$ cat src/rtl/rf_loader.sv
// Byte-stream register-file loader: assembles little-endian byte pairs into
// 16-bit words and writes them to consecutive registers starting at FIRST_REG.
module rf_loader #(
  parameter int REGBITS   = 3,
  parameter int FIRST_REG = 1
) (
  input  logic               clk,
  input  logic               reset,
  input  logic               start,
  input  logic               abort,
  input  logic [7:0]         in_data,
  input  logic               in_valid,
  output logic               in_ready,
  output logic               rf_wr_en,
  output logic [REGBITS-1:0] rf_addr,
  output logic [15:0]        rf_wr_data,
  output logic [4:0]         rf_flags,
  output logic               busy,
  output logic               done,
  output logic [2:0]         dbg_state
);

  // Handshake: a byte moves on a rising edge only when in_valid and in_ready
  // are both high; in_ready is a pure decode of the state, so it never depends
  // combinationally on in_valid.
  typedef enum logic [2:0] {IDLE, LO, HI, WRITE, DONE} state_t;

  localparam logic [REGBITS-1:0] LAST_ADDR  = '1;
  localparam logic [REGBITS-1:0] FIRST_ADDR = REGBITS'(FIRST_REG);

  state_t     state, state_next;
  logic [7:0] lo_q;

  always_comb begin
    state_next = state;
    case (state)
      IDLE:    if (start && !abort) state_next = LO;
      LO:      if (abort) state_next = IDLE;
               else if (in_valid) state_next = HI;
      HI:      if (abort) state_next = IDLE;
               else if (in_valid) state_next = WRITE;
      WRITE:   if (abort) state_next = IDLE;
               else if (rf_addr == LAST_ADDR) state_next = DONE;
               else state_next = LO;
      DONE:    state_next = IDLE;
      default: state_next = IDLE;
    endcase
  end

  always_ff @(posedge clk) begin
    if (reset) begin
      state      <= IDLE;
      rf_addr    <= '0;
      rf_wr_data <= '0;
      lo_q       <= '0;
    end else begin
      state <= state_next;
      case (state)
        IDLE:  if (start && !abort) rf_addr <= FIRST_ADDR;
        LO:    if (!abort && in_valid) lo_q <= in_data;
        // The word is latched as WRITE is entered so it is stable during the strobe.
        HI:    if (!abort && in_valid) rf_wr_data <= {in_data, lo_q};
        WRITE: if (!abort && rf_addr != LAST_ADDR) rf_addr <= rf_addr + REGBITS'(1);
        default: ;
      endcase
    end
  end

  assign in_ready  = (state == LO) || (state == HI);
  assign rf_wr_en  = (state == WRITE);
  assign busy      = (state != IDLE);
  assign done      = (state == DONE);
  assign rf_flags  = 5'b0;
  assign dbg_state = state;

endmodule

$ cat config.mk
export PLATFORM = sky130hd
export DESIGN_NAME = rf_loader
export DESIGN_NICKNAME = d
export VERILOG_FILES = /design/src/rtl/rf_loader.sv
export SDC_FILE = /design/constraint.sdc
export NUM_CORES = 1
export LEC_CHECK = 0
export CAP_MARGIN = 20
export CORE_ASPECT_RATIO = 1.2
export CORE_MARGIN = 5
export CORE_UTILIZATION = 25
export CTS_BUF_LIST = sky130_fd_sc_hd__clkbuf_8
export DETAILED_ROUTE_END_ITERATION = 6
export HOLD_SLACK_MARGIN = 0.1
export PLACE_DENSITY = 0.51
export SYNTH_ARGS = -nofsm -noshare
export SYNTH_HDL_FRONTEND = slang
export SYNTH_SLANG_ARGS = --single-unit
$ cat constraint.sdc
create_clock -name clk -period 4.1 [get_ports clk]
set_clock_uncertainty 0.15 [all_clocks]
set_input_delay 0.82 -clock clk [delete_from_list [all_inputs] [get_ports clk]]
set_output_delay 0.82 -clock clk [all_outputs]
set_load 0.005 [all_outputs]
==> flow_summary.yaml, run 1 <==
outcome:
  status: "finished clean"
finish:
  fin_util_pct: 35.21
  antenna_cells: 0
  finalInstanceArea_um2: 1866
  register_area_um2: 600.6
  syn2layout_area_growth_pct: 36.66
  drive_gt1_share_pct: 8.466
  multi_input_area_um2: 679.4
  instances_no_fill: 251
  layout.nets: 204
  final.fill_count: 564
cts:
  htree_levels: 2
  cts_made_buffers: 5
  cts_root_buffer: "clkbuf_8"
  clk_latency_ns: 0.27
  cts_hold_buf: 0
  cts_tree: "done"
  cts_resized: 0
  clock_sink_count: 30
  clock_path_buffers: 2
  post_cts_buffers: 0
  clk_pin_slew_ns: 0.06
logic_synthesis:
  synthFlopType: "dfxtp_1"
  synthTopCellsByCount: "dfxtp_1, a21oi_1, nand3_1"
  async_reset_ff_share_pct: 0
  yosysWarningCount: 0
  synthTopCellsByArea: "dfxtp_1, a21oi_1, nand3_1"
  synth_edf_count: 0
  yosys.cell_count.top_type: "dfxtp_1"
  yosysUniqueCellTypes: 34
  syn_inst: 156
  yosys.area.top_type: "dfxtp_1"
  synth_area_um2: 1365
  synth.avg_cell_area_um2: 8.750
  synth_top_cell_area_share_pct: 44.00
  synth-seq-cells: 30
  yosysSeqAreaShare_pct: 44.00
placed_design:
  gp_congestion: 0.7275
  placed_cell_area_um2: 1753
  io_buffers: 38
  dp_hpwl_mm: 2.395
  dp.cells: 244
critical_path:
  endpoint_kind: "primary output"
  critPathBufInv: 1
  cp_max_fo: 17
  critPathSlowestCell: "dfxtp_1"
  worstPathArrival_ns: 2.04
  r2r_slack_ns: 2.38
  required_ns: 3.13
  crit_path_cell_trace: "nand2b_1 -> a21oi_1 -> clkdlybuf4s50_1"
  cp-start-kind: "register"
  crit_type: "reg2out"
  critical_path.max_stage_delay_ns: 0.56
  path_delay_family: "flip-flops"
die:
  rows: 29
  die_height_um: 90.95
  io_pins: 44
  core_um2: 5298
  die_area_um2: 7044
  start_util_pct: 25.77
  die_w_um: 77.46
sta:
  max_slew_margin_pct: 55.35
  rsz0062_at_grt: "false"
  worstMarginPinSlew_ns: 0.6697
  layout_min_cycle_time_ns: 3.013
  drv_slew: 0
  fin_crit_sh_pct: 73.50
  hold_ws_ns: 0.3125
  setup_violations: 0
  hold_viol: 0
  fmax_mhz: 331.9
  tns_ns: 0
pwr:
  power_density_nw_per_um2: 348.3
  cellLeakagePower_nw: 0.6163
  peakVddDrop_v: 0.0001782
route:
  route.detailed.drc: 0
  vias: 1180
  drtPass1Iterations: 4
  initialDrtViolationCount: 109
  wl_per_cell_um: 13.71
  ant_nets: 0
  drt_wl_total_mm: 3.441
  viasPerCell: 4.701
global_route:
  grt_pass1_wl_mm: 5.885
  grt_overflow: 0
  grt_pass1_vias: 1187
  grt_max_degree: 29
  antenna_found_initial: 0
  grtUsageTotal_pct: 10.10
run:
  drv_cap: 0
worst_hold_path:
  hold_path_class: "reg2reg"
==> per-stage QoR <==
stage	setup slack [ns]	total power, mW
finish	1.087	0.6497
global route	0.9003	0.6752
CTS	1.080	0.6593
detailed placement	1.382	0.3586
global placement	1.412	0.3590
floorplan	2.201	0.3357
==> report_power, final <==
group	switching [mW]	leakage [nW]	internal, mW	total, mW
Clock	0.104	0.0573	0.194	0.298
Combinational	0.0279	0.317	0.0255	0.0534
Sequential	0.00361	0.242	0.294	0.298
Total	0.136	0.616	0.514	0.650
==> worst paths after layout <==
kind	from	end	cells after the start
min reg2reg	lo_q[1]	rf_wr_data[1]	2
max	dbg_state[1]	in_ready	3
max reg2reg	dbg_state[2]	rf_wr_data[6]	3
min	lo_q[1]	rf_wr_data[1]	2
==> placed cells by master (no fill, tap or decap), types with 2 or more instances in the layout <==
cell type	count
buf_4	2
clkdlybuf4s50_1	38
nor2b_1	2
o21ai_1	3
a21oi_1	26
nor2_1	2
conb_1	5
nand3b_1	3
mux2i_1	2
clkbuf_8	6
nand2b_1	5
o21ai_0	21
nand3_1	24
ha_1	2
dfxtp_1	30
==> worst reg2reg max path, cell delays in order, from the launching register on <==
cell and delay (ns):
dfxtp_1 0.40, or3b_1 0.70, o21ai_0 0.28, a21oi_1 0.09
==> area by class of cell <==
class	count	area share, %
timing repair buffer	40	21.19
sequential	30	32.19
clock buffer	6	4.427
clock inverter	1	1.610
tap	62	4.158
multi-input combinational	112	36.42
==> cell families (layout without fill, tap and decap cells) <==
kind of cell	count (synthesis)	after routing	synth area share (%)
mux	3	3	2.291
fa+ha+maj	2	2	1.833
flops	30	30	44.00
compound gates	55	55	23.92
other cells	1	5	0.2747
simple gates	47	47	20.35
buf+inv	18	47	7.333
==> sequential cells by signal, indices dropped and copies added (netlist names) <==
signal / flops
rf_addr: 3
dbg_state: 3
rf_wr_data: 16
lo_q: 8
==> routing by layer <==
| layer | up-vias | wire, um | global-route usage [%] |
|---|---|---|---|
| met2 | 22 | 1702 | 16.64 |
| met5 | - | 0 | 0 |
| met3 | 7 | 132 | 2.574 |
| li1 | 612 | - | - |
| met1 | 539 | 1535 | 12.20 |
| met4 | 0 | 71 | 4.728 |
(Power assumes the default switching activity.)
==> run 2, diff against run 1 <==
--- a/config.mk
+++ b/config.mk
@@ -12,7 +12,7 @@
 export CTS_BUF_LIST = sky130_fd_sc_hd__clkbuf_8
 export DETAILED_ROUTE_END_ITERATION = 6
 export HOLD_SLACK_MARGIN = 0.1
-export PLACE_DENSITY = 0.51
+export PLACE_DENSITY = 0.52
 export SYNTH_ARGS = -nofsm -noshare
 export SYNTH_HDL_FRONTEND = slang
 export SYNTH_SLANG_ARGS = --single-unit
==> constraint.sdc (replaced) <==
create_clock -name clk -period 2.46 [get_ports clk]
set_clock_uncertainty 0.15 [all_clocks]
set_input_delay 0.492 -clock clk [delete_from_list [all_inputs] [get_ports clk]]
set_output_delay 0.492 -clock clk [all_outputs]
set_load 0.005 [all_outputs]
==> flow_summary.yaml, run 2 (same netlist as run 1, synthesis figures left out) <==
global_route:
  grtUsageTotal_pct: 10.38
  antenna_found_initial: 0
  grt_pass1_vias: 1238
  grt_max_degree: 25
  grt_overflow: 0
  grt_pass1_wl_mm: 6.044
route:
  initialDrtViolationCount: 95
  vias: 1222
  wl_met2_mm: 1.643
  wl_met3_um: 161
  ant_nets: 0
  dr.max_layer_used: "met4"
  viasPerCell: 4.755
  drt_wl_total_mm: 3.540
  wl_per_cell_um: 13.77
  route.detailed.drc: 0
  m1WireLength_mm: 1.660
  drtPass1Iterations: 4
critical_path:
  reg2reg_from: "rf_addr[0]"
  startpoint: "dbg_state[0]"
  endpoint_kind: "primary output"
  crit_type: "reg2out"
  r2r-end: "dbg_state[0]"
  worstPathArrival_ns: 1.65
  cp_max_fo: 13
  cp-start-kind: "register"
  setup.worst_path.end: "rf_wr_en"
  r2r_slack_ns: 0.73
  reg2regPathDepth: 4
  required_ns: 1.82
pwr:
  p_sw_mw: 0.2321
  p_int_mw: 0.7578
  clkPwrFrac_pct: 40.3
  fin_total_pwr_mw: 0.9899
  combPwrFrac_pct: 9.6
  peakVddDrop_v: 0.0002306
  power_density_nw_per_um2: 526.0
  p_sw_share_pct: 23.44
  p_seq_share_pct: 50.2
  cellLeakagePower_nw: 0.6346
cts:
  cts_tree: "done"
  cts_root_buffer: "clkbuf_8"
  htree_levels: 2
  clock_sink_count: 30
  post_cts_buffers: 0
  cts_hold_buf: 0
  clk_latency_ns: 0.28
  clock_path_buffers: 2
  cts_made_buffers: 5
  cts_resized: 0
  clk_pin_slew_ns: 0.06
finish:
  layout.nets: 209
  largest_reg_flops: 16
  antenna_cells: 0
  syn2layout_area_growth_pct: 37.85
  reg_top3: "rf_wr_data: 16 flops, lo_q: 8 flops"
  final_cell_mix: "clkdlybuf4s50_1, dfxtp_1, a21oi_1, nand3_1, o21ai_0"
  instances_no_fill: 257
  drive_gt1_share_pct: 10.77
  final_common_cell: "clkdlybuf4s50_1"
  top_register: "rf_wr_data"
placed_design:
  gp_congestion: 0.7407
  io_buffers: 38
  dp_hpwl_mm: 2.428
  dp.cells: 249
sta:
  drv_slew: 0
  tns_ns: 0
  fmax_mhz: 436.3
  layout_min_cycle_time_ns: 2.292
  hold_ws_ns: 0.3202
  hold_viol: 0
  worstMarginPinSlew_ns: 0.6949
  setup_violations: 0
  rsz0062_at_grt: "false"
  max_slew_margin_pct: 53.58
  fin_crit_sh_pct: 93.17
outcome:
  status: "finished clean"
die:
  die_w_um: 77.46
  rows: 29
  io_pins: 44
  core_um2: 5298
  start_util_pct: 25.77
  die_height_um: 90.95
  die_area_um2: 7044
worst_hold_path:
  hold_path_class: "reg2reg"
  whs_path_depth: 2
run:
  drv_cap: 0
[run 2: cell types whose count changed in the layout (fill, tap and decap cells not counted), sizes merged]
cell / delta
buf: +5
bufinv: -1
clkinv: +1
inv: +1
[run 2: power by group through the flow]
stage                     sequential, mW  combinational (mW)  clock [mW]
after floorplan                    0.505              0.0547           0
after global placement             0.507              0.0946           0
after detailed placement           0.507              0.0952           0
after CTS                          0.496              0.0954       0.415
after global routing               0.497               0.104       0.433
final                              0.496              0.0947       0.399
[run 2: how the worst min path moves through the flow]
stage	slack [ns]	start	end
6_report	0.32	lo_q[5]	rf_wr_data[5]
3_5_place_dp	0.31	lo_q[5]	rf_wr_data[5]
4_1_cts	0.32	lo_q[5]	rf_wr_data[5]
5_1_grt	0.34	lo_q[0]	rf_wr_data[0]
3_3_place_gp	0.31	lo_q[5]	lo_q[5]
2_1_floorplan	0.29	lo_q[0]	rf_wr_data[0]
[run 2: through the flow]
| stage | cell area [um2] | setup WS (ns) | util (%) |
|---|---|---|---|
| 3_3_place_gp | 1790 | 0.3389 | 33.80 |
| 2_1_floorplan | 1380 | 0.8593 | - |
| 6_report | 1882 | 0.1681 | 35.52 |
| 4_1_cts | 1882 | 0.1277 | 35.52 |
| 5_1_grt | 1882 | 0.04597 | 35.52 |
| 3_5_place_dp | 1790 | 0.3023 | 33.80 |
[run 2: critical path, stage by stage (launching register included)]
cell	delay, ns
dfxtp_1	0.55
and3b_1	0.29
clkdlybuf4s50_1	0.53
[run 2: layout make-up]
| cell class | instances | area [um2] |
|---|---|---|
| repair buffers | 45 | 432.9 |
| fillers | 555 | 3416 |
| clock inverters | 2 | 8.758 |
| flip-flops and latches | 30 | 600.6 |
| multi-input cells | 112 | 679.4 |
| clock buffers | 6 | 82.58 |
| well taps | 62 | 77.57 |
[run 2: layer usage]
| layer | global-route usage (%) | vias up |
|---|---|---|
| met5 | 0 | - |
| met4 | 5.158 | 0 |
| met3 | 3.069 | 5 |
| met2 | 15.94 | 26 |
| met1 | 13.16 | 567 |
| li1 | - | 624 |
==> run 3, diff against run 2 <==
--- a/config.mk
+++ b/config.mk
@@ -10,6 +10,7 @@
 export CORE_MARGIN = 5
 export CORE_UTILIZATION = 25
 export CTS_BUF_LIST = sky130_fd_sc_hd__clkbuf_8
+export CTS_CLUSTER_SIZE = 14
 export DETAILED_ROUTE_END_ITERATION = 6
 export HOLD_SLACK_MARGIN = 0.1
 export PLACE_DENSITY = 0.52
==> results of run 3 <==
No change in the layout: final DEF, timing and power equal those of run 2.
